File: config.mk
export PLATFORM = sky130hd
export DESIGN_NAME = act_c2_prober
export DESIGN_NICKNAME = d
export VERILOG_FILES = /design/src/rtl/act_c2_prober.sv
export SDC_FILE = /design/constraint.sdc
export NUM_CORES = 1
export LEC_CHECK = 0
export BUFFER_PORTS_ARGS = -buffer_cell sky130_fd_sc_hd__buf_2
export CAP_MARGIN = 20
export CORE_AREA = 5 5 85 87
export CTS_BUF_LIST = sky130_fd_sc_hd__clkbuf_8
export DETAILED_ROUTE_END_ITERATION = 12
export DIE_AREA = 0 0 90 92
export PLACE_DENSITY_LB_ADDON = 0.08
export RECOVER_POWER = 100
export SKIP_CTS_REPAIR_TIMING = 1
export SLEW_MARGIN = 20
export SYNTH_ARGS = -nofsm -noshare
export SYNTH_HDL_FRONTEND = slang
export SYNTH_SLANG_ARGS = --single-unit
File: constraint.sdc
create_clock -name clk -period 2.68 [get_ports clk]
set_clock_uncertainty 0.15 [all_clocks]
set_input_delay 0.134 -clock clk [delete_from_list [all_inputs] [get_ports clk]]
set_output_delay 0.134 -clock clk [all_outputs]
set_load 0.01 [all_outputs]
File: src/rtl/act_c2_prober.sv
// act_c2_prober: sweeps all 16 select vectors into a C2 mux cell, recovers the
// four routed data words and flags vectors that disagree with their select code.
module act_c2_prober #(
   parameter int unsigned XLEN   = 8,
   parameter int unsigned SETTLE = 1
) (
   input  logic            clk,
   input  logic            rst_n,
   input  logic            start,
   input  logic [XLEN-1:0] cell_out,
   output logic            A1,
   output logic            B1,
   output logic            A0,
   output logic            B0,
   output logic            busy,
   output logic            done,
   output logic            valid,
   output logic [XLEN-1:0] d00,
   output logic [XLEN-1:0] d01,
   output logic [XLEN-1:0] d10,
   output logic [XLEN-1:0] d11,
   output logic [15:0]     err_vec,
   output logic            err
);

   localparam int unsigned IW = 4;
   localparam int unsigned CW = 4;
   localparam logic [CW-1:0] SETTLE_LAST = CW'(SETTLE - 1);
   localparam logic [IW-1:0] IDX_LAST    = IW'(15);

   typedef enum logic [1:0] {
      IDLE,
      DRIVE,
      SAMPLE,
      DONE
   } state_t;

   state_t          state;
   logic [IW-1:0]   idx;
   logic [CW-1:0]   cnt;
   logic [3:0]      seen;
   logic [1:0]      sel_c;
   logic [XLEN-1:0] word_c;

   // Expected select code for the current vector and the word stored for it
   always_comb begin
      sel_c  = {idx[3] | idx[2], idx[1] & idx[0]};
      word_c = d00;
      case (sel_c)
         2'd0:    word_c = d00;
         2'd1:    word_c = d01;
         2'd2:    word_c = d10;
         default: word_c = d11;
      endcase
   end

   // Sweep state machine with registered drive, capture and status outputs
   always_ff @(posedge clk or negedge rst_n) begin
      if (!rst_n) begin
         state   <= IDLE;
         idx     <= '0;
         cnt     <= '0;
         seen    <= '0;
         A1      <= 1'b0;
         B1      <= 1'b0;
         A0      <= 1'b0;
         B0      <= 1'b0;
         busy    <= 1'b0;
         done    <= 1'b0;
         valid   <= 1'b0;
         d00     <= '0;
         d01     <= '0;
         d10     <= '0;
         d11     <= '0;
         err_vec <= '0;
         err     <= 1'b0;
      end else begin
         case (state)
            IDLE: begin
               done <= 1'b0;
               if (start) begin
                  state   <= DRIVE;
                  idx     <= '0;
                  cnt     <= '0;
                  seen    <= '0;
                  err_vec <= '0;
                  err     <= 1'b0;
                  valid   <= 1'b0;
                  busy    <= 1'b1;
                  {A1, B1, A0, B0} <= 4'h0;
               end
            end
            DRIVE: begin
               cnt <= cnt + CW'(1);
               if (cnt == SETTLE_LAST) begin
                  state <= SAMPLE;
               end
            end
            SAMPLE: begin
               if (!seen[sel_c]) begin
                  seen[sel_c] <= 1'b1;
                  case (sel_c)
                     2'd0:    d00 <= cell_out;
                     2'd1:    d01 <= cell_out;
                     2'd2:    d10 <= cell_out;
                     default: d11 <= cell_out;
                  endcase
               end else if (cell_out != word_c) begin
                  err_vec[idx] <= 1'b1;
                  err          <= 1'b1;
               end
               if (idx == IDX_LAST) begin
                  state <= DONE;
                  done  <= 1'b1;
                  valid <= 1'b1;
                  busy  <= 1'b0;
                  {A1, B1, A0, B0} <= 4'h0;
               end else begin
                  state <= DRIVE;
                  idx   <= idx + IW'(1);
                  cnt   <= '0;
                  {A1, B1, A0, B0} <= idx + IW'(1);
               end
            end
            DONE: begin
               done  <= 1'b0;
               state <= IDLE;
            end
            default: begin
               state <= IDLE;
            end
         endcase
      end
   end

endmodule

==> metrics.txt <==
status=finished with violations; failing checks=max-capacitance violations, max-slew violations; GR Overflow Total=0; Mapped Area=3600 µm²; CP max FO=17; area fraction of the dominant cell type after synthesis=0.486; sequential fraction of the synthesis area=0.486; Worst IR Drop VDD=0.540 mV; Core ar.=6280 µm²; Total GRT Usage=0.198; DIE WIDTH=90 µm; reg2reg setup slack=0.23 ns; Initial Util=0.574; synth unique cells=43; routed wire length=7980 µm; Synth Flop Type=dfrtp_1; Layout area overhead=15.4%; vias in the first global route=2775; gpl congestion=0.832; element type at the critical path end=flip-flop; final setup fails=0; final core utilization=0.662; startpoint types=flip-flop; RSZ-0062 raised after global routing=no; DRC viols=0; Gate Count Post-Synth=337; final setup TNS=0 ns; reg2reg path depth=8; CTS Buffer Depth=2; Diodes inserted=0; NumNets Final=437; Clock Pin Slew Worst Setup and Hold Paths=0.07 ns; Clock Tree Root=clkbuf_8; IO Port Bufs=66; CTS sink count=70; Setup Crit Path Kind=flip-flop to flip-flop; critical path endpoint=err_vec[14]$_DFFE_PN0P_; EDFF count, synth=0; FMAX=0.408 GHz; Synth async-reset ratio=1.00; # IOs=67; largest net degree at the start of global routing=71; Final Hold Viols=0; Worst-Margin Slew=1.73 ns; average size of a mapped cell=10.7 µm²; Max-Cap Viols=1; critical path required time=2.74 ns; Iteration-0 DRC Markers=144; static leakage=1.78 nW; Slew Limit Fails=71; Critical R2R Capture=err_vec[14]$_DFFE_PN0P_; row cnt=29; Final Power=3.85 mW; RR Startpoint=idx[3]$_DFFE_PN0P_; die height=92 µm; drt pass-1 iters=4; CTS Buf Count=9; syn nets=360; vias per cell=5.65; max_slew headroom=-0.151; Min Clock Period, post-route=2.45 ns; post-synth top area cell=dfrtp_1; DP Wirelength=5630 µm; htree depth=3; layout cells sized above 1=0.191; top-count cell post-synth=dfrtp_1; period utilisation layout=0.916; Yosys reg bits=70; initial antenna violation count=0; ANT nets after route=0; clock insertion delay at the later pin of the skew report=0.34 ns; Power Density=927 nW/µm²; hold path depth=2; wire length per cell=16.1 µm; Critical path origin=idx[3]$_DFFE_PN0P_; yosys warns=0; CTS tree=built; worst hold path class=primary input to flip-flop; die area=8280 µm²; most frequent cells after synthesis=dfrtp_1 (70), nand2_1 (36), mux2_2 (33), nand3_1 (19), o21ai_0 (18); critical path arrival=2.52 ns; Via Count=2797; first-pass GRT wire length=13400 µm; most area-consuming cells after synthesis=dfrtp_1 (49%), mux2_2 (10%), ha_1 (4.2%), nand2_1 (3.8%), o21ai_2 (2.7%)
==> layout by cell type, fill, tap and decap left out, types with 4 or more instances in the layout <==
| cell type | instances |
|---|---|
| nand3_1 | 19 |
| clkbuf_8 | 11 |
| nor2b_1 | 4 |
| nand4_1 | 12 |
| nand2_1 | 36 |
| xnor2_1 | 9 |
| o21ai_2 | 4 |
| o21ai_0 | 25 |
| and2_1 | 4 |
| dlygate4sd3_1 | 7 |
| mux2_2 | 33 |
| a21oi_1 | 17 |
| buf_2 | 10 |
| buf_4 | 6 |
| inv_1 | 11 |
| mux2i_1 | 8 |
| ha_1 | 10 |
| nor2_1 | 17 |
| o211ai_1 | 6 |
| clkbuf_1 | 57 |
| dfrtp_1 | 70 |
==> through the flow <==
stage | setup slack, ns | hold WS [ns] | instance area (µm²) | instances
global route | 0.0382 | 0.0185 | 4150 | 495
finish | 0.226 | 0.00172 | 4150 | 495
global placement | 0.221 | 0.0377 | 4040 | 473
floorplan | 0.271 | -0.312 | 3600 | 337
CTS | 0.105 | -0.327 | 4210 | 488
detailed placement | 0.114 | 0.0372 | 4040 | 473
==> worst min-delay path by stage <==
| stage | to | slack [ns] | from |
|---|---|---|---|
| after floorplan | A0$_DFFE_PN0P_ | -0.31 | rst_n |
| after global placement | cnt[1]$_DFFE_PN0P_ | 0.04 | rst_n |
| after detailed placement | cnt[1]$_DFFE_PN0P_ | 0.04 | rst_n |
| after CTS | cnt[1]$_DFFE_PN0P_ | -0.33 | rst_n |
| after global routing | d01[4]$_DFFE_PN0P_ | 0.02 | cell_out[4] |
| final | d11[7]$_DFFE_PN0P_ | 0.002 | cell_out[7] |
==> critical path, stage by stage, from the launching register on <==
cell and delay [ns]:
dfrtp_1 0.44, nor2_4 0.38, mux2i_1 0.25, o211ai_1 0.12
xnor2_1 0.21, o2111ai_2 0.14, nor3_1 0.35, buf_12 0.20
o21ai_0 0.10
==> final cells by class <==
type                       count  area (µm²)
clock buffer                  11         151
tap                           77        96.3
timing repair buffer          84         429
sequential                    70        1750
fill                         555        2120
inverter                       8        30.0
clock inverter                 4        16.3
multi-input combinational    241        1680
==> metal layers <==
layer  share of wire  wire (µm)  track usage
met2            0.49       3880        0.327
met1            0.45       3610        0.262
met4           0.012         99       0.0769
met3           0.049        394       0.0336
met5               0          0            0
==> report_power, final <==
| group | internal [mW] | total (mW) | switching [mW] |
|---|---|---|---|
| Combinational | 0.621 | 1.55 | 0.926 |
| Sequential | 1.33 | 1.55 | 0.225 |
| Clock | 0.371 | 0.752 | 0.381 |
==> kinds of logic after synthesis <==
kind of cell / count (synthesis) / share of synthesized area
xor gates and xnor gates: 11 / 0.0288
AOI/OAI and AO/OA: 71 / 0.130
and+or+nand+nor: 106 / 0.149
muxes: 41 / 0.125
buffers and inverters: 26 / 0.0382
adders and majority gates: 12 / 0.0417
DFF: 70 / 0.486
==> sequential cells by signal, summed over array words and instances (netlist names), 2 cells and up <==
name     cells
seen         4
d00          8
d01          8
d10          8
d11          8
idx          4
state        2
cnt          4
err_vec     16
No activity file was read; power rests on OpenSTA's default activity.
